## src/rtl/tc_sm_pkg.sv

```systemverilog
// Shared constants and helpers for the two's-complement to sign-magnitude stream.
// Contents: saturation-mode constants, most-negative-value helper.
// Latency: n/a (package). Backpressure: n/a.
package tc_sm_pkg;

  // Handling of the most-negative input.
  localparam int SM_SAT_CLAMP = 1;  // clamp magnitude to 2^(W-1)-1, flag sat
  localparam int SM_SAT_EXACT = 0;  // emit exact magnitude 2^(W-1)

  localparam int SM_MAX_W = 64;

  // Bit pattern of the most-negative two's-complement value of 'width' bits
  // (MSB set, rest clear), zero-extended to SM_MAX_W.
  function automatic logic [SM_MAX_W-1:0] min_value(input int width);
    return SM_MAX_W'(1) << (width - 1);
  endfunction

endpackage

```

## src/rtl/tc_to_sm_stream_if.sv

```systemverilog
// Stream bundle for tc_to_sm_stream: input beat channel and output beat channel.
// Ports: in_valid/in_ready/in_data upstream; out_valid/out_ready/out_sign/out_mag/out_sat downstream.
// Modports: slave = the converter's view, master = the driver/monitor's view.
interface tc_to_sm_stream_if #(
  parameter int WIDTH = 12,
  parameter int LANES = 1
);
  logic                   in_valid;
  logic                   in_ready;
  logic [LANES*WIDTH-1:0] in_data;
  logic                   out_valid;
  logic                   out_ready;
  logic [LANES-1:0]       out_sign;
  logic [LANES*WIDTH-1:0] out_mag;
  logic [LANES-1:0]       out_sat;

  modport slave (
    input  in_valid, in_data, out_ready,
    output in_ready, out_valid, out_sign, out_mag, out_sat
  );

  modport master (
    output in_valid, in_data, out_ready,
    input  in_ready, out_valid, out_sign, out_mag, out_sat
  );
endinterface

```

## src/rtl/tc_sm_lane.sv

```systemverilog
// Purpose: combinational two's-complement to sign-magnitude for one lane.
// Latency: 0 cycles (pure combinational).
// Backpressure: none; ports d/is_min in, sign/mag/sat out.
module tc_sm_lane
  import tc_sm_pkg::*;
#(
  parameter int WIDTH    = 12,
  parameter int SAT_MODE = SM_SAT_CLAMP
) (
  input  logic [WIDTH-1:0] d,
  input  logic             is_min,  // d == most-negative value, precomputed upstream
  output logic             sign,
  output logic [WIDTH-1:0] mag,
  output logic             sat
);
  localparam logic [WIDTH-1:0] MIN_VAL = WIDTH'(min_value(WIDTH));
  localparam logic [WIDTH-1:0] MAX_POS = MIN_VAL - 1'b1;

  always_comb begin
    sign = d[WIDTH-1];
    mag  = d;
    sat  = 1'b0;
    if (d[WIDTH-1]) begin
      if (is_min && (SAT_MODE == SM_SAT_CLAMP)) begin
        mag = MAX_POS;
        sat = 1'b1;
      end else begin
        // For the exact mode the negation of min wraps back to 2^(W-1),
        // which read as unsigned is exactly the required magnitude.
        mag = ~d + 1'b1;
      end
    end
  end
endmodule

```

## src/rtl/tc_to_sm_stream.sv

```systemverilog
// Purpose: LANES x WIDTH two's-complement to sign+magnitude stream converter (clk, rst_n, bus slave).
// Latency: 2 cycles (S1 input register, S2 output register); 1 beat/cycle with out_ready high.
// Backpressure: valid/ready, in_ready combinational from out_ready; holds up to 2 beats.
// Optional TC_TO_SM_SAT_COUNT_EN adds sat_clr input and per-lane saturating sat_count output.
module tc_to_sm_stream
  import tc_sm_pkg::*;
#(
  parameter int WIDTH    = 12,
  parameter int LANES    = 1,
  parameter int SAT_MODE = SM_SAT_CLAMP,
  parameter int CNT_W    = 16
) (
  input  logic                     clk,
  input  logic                     rst_n,
  tc_to_sm_stream_if.slave         bus
`ifdef TC_TO_SM_SAT_COUNT_EN
  ,
  input  logic                     sat_clr,
  output logic [LANES*CNT_W-1:0]   sat_count
`endif
);
  // Lane record held in S2. Its magnitude width follows WIDTH, so it is
  // declared here where the parameter is known.
  typedef struct packed {
    logic             sign;
    logic             sat;
    logic [WIDTH-1:0] mag;
  } lane_rec_t;

  localparam logic [WIDTH-1:0] MIN_VAL = WIDTH'(min_value(WIDTH));

  logic                   s1_valid_q, s1_valid_d;
  logic [LANES*WIDTH-1:0] s1_data_q, s1_data_d;   // raw lanes; sign is each lane's MSB
  logic [LANES-1:0]       s1_min_q, s1_min_d;
  logic                   s2_valid_q, s2_valid_d;
  lane_rec_t [LANES-1:0]  s2_rec_q, s2_rec_d;

  logic                   s1_adv, s2_adv, in_fire;
  logic [LANES-1:0]       lane_sign, lane_sat;
  logic [LANES*WIDTH-1:0] lane_mag;

  for (genvar i = 0; i < LANES; i++) begin : g_lane
    tc_sm_lane #(.WIDTH(WIDTH), .SAT_MODE(SAT_MODE)) u_lane (
      .d      (s1_data_q[i*WIDTH +: WIDTH]),
      .is_min (s1_min_q[i]),
      .sign   (lane_sign[i]),
      .mag    (lane_mag[i*WIDTH +: WIDTH]),
      .sat    (lane_sat[i])
    );

    assign bus.out_sign[i]              = s2_rec_q[i].sign;
    assign bus.out_sat[i]               = s2_rec_q[i].sat;
    assign bus.out_mag[i*WIDTH +: WIDTH] = s2_rec_q[i].mag;
  end

  always_comb begin
    s2_adv  = ~s2_valid_q | bus.out_ready;
    s1_adv  = ~s1_valid_q | s2_adv;
    in_fire = bus.in_valid & s1_adv;

    s1_valid_d = s1_valid_q;
    s1_data_d  = s1_data_q;
    s1_min_d   = s1_min_q;
    if (s1_adv) s1_valid_d = bus.in_valid;  // fill, or empty when nothing arrives
    if (in_fire) begin
      s1_data_d = bus.in_data;
      for (int i = 0; i < LANES; i++)
        s1_min_d[i] = (bus.in_data[i*WIDTH +: WIDTH] == MIN_VAL);
    end

    s2_valid_d = s2_valid_q;
    s2_rec_d   = s2_rec_q;
    if (s2_adv) begin
      s2_valid_d = s1_valid_q;
      // Payload only moves with a real beat so idle outputs keep last value.
      if (s1_valid_q) begin
        for (int i = 0; i < LANES; i++)
          s2_rec_d[i] = '{sign: lane_sign[i], sat: lane_sat[i],
                          mag: lane_mag[i*WIDTH +: WIDTH]};
      end
    end
  end

  always_ff @(posedge clk or negedge rst_n) begin
    if (!rst_n) begin
      s1_valid_q <= 1'b0;
      s1_data_q  <= '0;
      s1_min_q   <= '0;
      s2_valid_q <= 1'b0;
      s2_rec_q   <= '0;
    end else begin
      s1_valid_q <= s1_valid_d;
      s1_data_q  <= s1_data_d;
      s1_min_q   <= s1_min_d;
      s2_valid_q <= s2_valid_d;
      s2_rec_q   <= s2_rec_d;
    end
  end

  assign bus.in_ready  = s1_adv;
  assign bus.out_valid = s2_valid_q;

`ifdef TC_TO_SM_SAT_COUNT_EN
  localparam logic [CNT_W-1:0] CNT_MAX = '1;

  logic [LANES*CNT_W-1:0] sat_count_q, sat_count_d;

  always_comb begin
    sat_count_d = sat_count_q;
    for (int i = 0; i < LANES; i++) begin
      if (sat_clr)
        sat_count_d[i*CNT_W +: CNT_W] = '0;  // clear wins over a same-cycle hit
      else if (s2_valid_q && bus.out_ready && s2_rec_q[i].sat &&
               (sat_count_q[i*CNT_W +: CNT_W] != CNT_MAX))
        sat_count_d[i*CNT_W +: CNT_W] = sat_count_q[i*CNT_W +: CNT_W] + 1'b1;
    end
  end

  always_ff @(posedge clk or negedge rst_n) begin
    if (!rst_n) sat_count_q <= '0;
    else        sat_count_q <= sat_count_d;
  end

  assign sat_count = sat_count_q;
`endif
endmodule
```

## src/flat_wrapper.sv

```systemverilog
// flat-port wrapper written by rule: the top's interface ports become plain ports
module tc_to_sm_stream_flat import tc_sm_pkg::*;
#(
  parameter int WIDTH    = 12,
  parameter int LANES    = 1,
  parameter int SAT_MODE = SM_SAT_CLAMP,
  parameter int CNT_W    = 16
)
  (clk, rst_n, bus_in_valid, bus_in_data, bus_out_ready, bus_in_ready, bus_out_valid, bus_out_sign, bus_out_mag, bus_out_sat);
  tc_to_sm_stream_if #(.WIDTH(WIDTH), .LANES(LANES)) bus_i ();
  input  logic clk;
  input  logic rst_n;
  input wire logic [$bits(bus_i.in_valid)-1:0] bus_in_valid;
  input wire logic [$bits(bus_i.in_data)-1:0] bus_in_data;
  input wire logic [$bits(bus_i.out_ready)-1:0] bus_out_ready;
  output wire logic [$bits(bus_i.in_ready)-1:0] bus_in_ready;
  output wire logic [$bits(bus_i.out_valid)-1:0] bus_out_valid;
  output wire logic [$bits(bus_i.out_sign)-1:0] bus_out_sign;
  output wire logic [$bits(bus_i.out_mag)-1:0] bus_out_mag;
  output wire logic [$bits(bus_i.out_sat)-1:0] bus_out_sat;
  assign bus_i.in_valid = bus_in_valid;
  assign bus_i.in_data = bus_in_data;
  assign bus_i.out_ready = bus_out_ready;
  assign bus_in_ready = bus_i.in_ready;
  assign bus_out_valid = bus_i.out_valid;
  assign bus_out_sign = bus_i.out_sign;
  assign bus_out_mag = bus_i.out_mag;
  assign bus_out_sat = bus_i.out_sat;
  tc_to_sm_stream #(.WIDTH(WIDTH), .LANES(LANES), .SAT_MODE(SAT_MODE), .CNT_W(CNT_W)) u_core (.clk(clk), .rst_n(rst_n), .bus(bus_i));
endmodule
```

## config.mk

```make
export PLATFORM = sky130hd
export DESIGN_NAME = tc_to_sm_stream_flat
export DESIGN_NICKNAME = d
export VERILOG_FILES = /design/src/rtl/tc_sm_pkg.sv /design/src/rtl/tc_to_sm_stream_if.sv /design/src/rtl/tc_sm_lane.sv /design/src/rtl/tc_to_sm_stream.sv /design/src/flat_wrapper.sv
export SDC_FILE = /design/constraint.sdc
export NUM_CORES = 1
export LEC_CHECK = 0
export ABC_AREA = 1
export CORE_MARGIN = 1
export CORE_UTILIZATION = 53
export DETAILED_ROUTE_END_ITERATION = 8
export DONT_BUFFER_PORTS = 1
export MAX_ROUTING_LAYER = met4
export PLACE_DENSITY = 0.68
export SLEW_MARGIN = 25
export SYNTH_ARGS = -nofsm -noshare
export SYNTH_HDL_FRONTEND = slang
export SYNTH_HIERARCHICAL = 1
export SYNTH_SLANG_ARGS = --single-unit
```

## constraint.sdc

```tcl
create_clock -name clk -period 2.9 [get_ports clk]
set_clock_uncertainty 0.15 [all_clocks]
set_input_delay 0.29 -clock clk [delete_from_list [all_inputs] [get_ports clk]]
set_output_delay 0.29 -clock clk [all_outputs]
set_load 0.01 [all_outputs]
```

==> out/results.ini <==
[synth]
ys_seq_area_share_pct=46.74
ys_ff_latch=29
async_flop_share_pct=100.0
yosys.area.top_type=dfrtp_1
syn_nets=221
synthCells=204
synthXorXnorAreaFrac_pct=0
ys.flop_type=dfrtp_1
synth_top_family_by_area=simple AND/OR/NAND/NOR gates
yosys.area_share.simple_pct=39.08
synth_compound_area_share_pct=4.915
synth_fa_ha_area_share_pct=0.8058
synth.top_cell.area_share_pct=46.74
yosys_warnings=6
ys_top_cells_by_area=dfrtp_1 47%, nand2_1 20%, nand3_1 10%
yosysMostFrequentCell=nand2_1
synth_area_um2=1553
synth.avg_cell_area_um2=7.611
synth_common_cells=83 x nand2_1, 32 x nand3_1, 29 x dfrtp_1
synth_edf_count=0
ys_types=23
synthMuxAreaShare_pct=0

[critical_path]
slowest_delay_ps=620
reg2reg_depth=5
slowest_stage=dfrtp_1
critPathLaunchType=flip-flop
path_max_fanout=13
cp.depth=5
cp.arrival_ps=1840
crit_required_ps=3020
worst-path-buf-inv=1
crit_path_end_kind=flip-flop
crit_type=flip-flop to flip-flop
path_delay_family=simple AND/OR/NAND/NOR gates
cp_cell_sequence=inv_1 -> or2_1 -> nor4_2 -> nand3_1 -> nand2_1

[finish]
diodes=0
fill_cells=280
drive_gt1_share_pct=9.633
final_util_pct=62.61
synthToLayoutAreaGrowth_pct=11.20
nNetsFinal=234
finalNonFillerCells=249

[floorplanning]
die_x_um=56.13
placeableCoreArea_um2=2758
start_util_pct=56.31
io_pins=32
die_y_um=56.13
die_area_um2=3150
placement_rows=19

[grt]
grt_usage_pct=22.51
grt_max_degree=30
grt_pass1_vias=1271
grt_overflow=0
grt_antenna_before_repair=0
grt_pass1_wl_um=5395

[placement]
io_buffers=0
pre_cts_ws_ps=1216
hpwl_um=2104
dp_cells=227
gp_congestion=0.9399

[pwr]
irDropWorstVdd_mv=0.5036
leakage_nw=0.9234
p_per_area_nw_per_um2=635.8
p_total_mw=1.098

[clock_tree]
htreeDepth=2
clkTransAtPathRegs_ps=80
cts_sinks=29
cts_tree=built
cts-root-buf=clkbuf_4
cts_setup_buffers=0
clock_latency_ps=320
post_cts_resized=0
cts_inserted_buffers=5
cts.path.max_buffers=2

[timing]
maxSlewViolCount=0
period_needed_ps=1720
hold_viol=0
max_slew_margin_pct=63.81
rsz0062_at_grt=false
setup_tns_ps=0
fmax_mhz=581.4
setup_viol=0
tightest_slew_ps=542.9
fin_ws_ps=1180
post-route-period-util_pct=59.31

[route]
met2WireLength_um=1401
antenna_left=0
drt-initial-drc-count=47
routedWlPerCell_um=12.06
topRoutingLayerUsed=met4
vias=1305
wl_met1_um=1401
wl_met3_um=151
drt-total-wl_um=3004
first_pass_iters=4
post-route-drc-count=0
viasPerCell=5.241

[status]
status=finished clean

[hold_path]
min_path_type=input port to flip-flop
hold-path-cell-count=2

[run]
maxCapViolCount=0

## repair_timing
action | in CTS | in global routing
hold buffers | 14 | 0
endpoints found under the setup margin | 0 | 0
hold endpoints to repair | 41 | 0
## power breakdown
group | switching (mW) | total [mW] | internal [mW]
Clock | 0.129 | 0.226 | 0.0964
Combinational | 0.158 | 0.263 | 0.105
Sequential | 0.116 | 0.609 | 0.493
Total | 0.404 | 1.10 | 0.694
## cells in the final DEF (no fill, tap or decap), types with 3 or more instances in the layout
cell           instances
nand3_1               32
nand2_1               83
inv_1                 14
clkbuf_1               3
or2_1                  3
dfrtp_1               29
nand2_2                3
inv_2                  4
dlygate4sd3_1         13
o21ai_0                7
nor2_1                 9
clkbuf_4               5
## cell type report
type | count | area (um2) | share of cell area (%)
Clock buffer | 8 | 48.80 | 2.826
Inverter | 18 | 67.56 | 3.913
Multi-Input combinational cell | 149 | 695.7 | 40.29
Sequential cell | 29 | 725.7 | 42.03
Tap cell | 31 | 38.79 | 2.246
Timing Repair Buffer | 14 | 150.1 | 8.696
## path summary, 6_finish.rpt
path / to / from / slack, ps
min reg2reg: u_core/s1_data_q[0]$_DFFE_PN0P_ / u_core/s1_data_q[0]$_DFFE_PN0P_ / 360
max: u_core/bus.out_mag[11]$_DFFE_PN0P_ / u_core/s1_data_q[11]$_DFFE_PN0P_ / 1180
min in group asynchronous: u_core/bus.out_sat$_DFFE_PN0P_ / rst_n / 250
max in group asynchronous: u_core/bus.out_mag[8]$_DFFE_PN0P_ / rst_n / 2190
min: u_core/s1_valid_q$_DFFE_PN0P_ / bus_in_valid / 40
max reg2reg: u_core/bus.out_mag[11]$_DFFE_PN0P_ / u_core/s1_data_q[11]$_DFFE_PN0P_ / 1180
## metal layers
| metal | vias up | track usage, % |
|---|---|---|
| li1 | 671 | - |
| met1 | 590 | 26.71 |
| met2 | 37 | 35.20 |
| met3 | 7 | 6.279 |
| met4 | 0 | 11.15 |
| met5 | - | - |
## sequential cells by signal (all words and copies together) (netlist names)
| name | flops |
|---|---|
| u_core/s1_valid_q | 1 |
| u_core/bus.out_sign | 1 |
| u_core/s1_data_q | 12 |
| u_core/bus.out_valid | 1 |
| u_core/bus.out_mag | 12 |
| u_core/s1_min_q | 1 |
| u_core/bus.out_sat | 1 |
## worst reg2reg max path, delay by kind of cell (launching register included)
family / cells / cell delay, ps
AND/OR/NAND/NOR: 4 / 690
buffers and inverters: 1 / 210
flip-flops: 1 / 620
## cells by family (layout without fill, tap and decap cells)
group | after synthesis | count (layout)
AND/OR/NAND/NOR | 136 | 136
flip-flops | 29 | 29
buffers and inverters | 26 | 40
AO/OA/AOI/OAI | 12 | 12
adder cells (fa/ha/maj) | 1 | 1
## stage by stage
step                area (um2)  hold WS [ps]
global route              1727         51.56
detailed placement        1528        -155.0
global placement          1528        -155.0
CTS                       1727         30.13
floorplan                 1553        -155.6
finish                    1727         42.75
(Power assumes the default switching activity.)
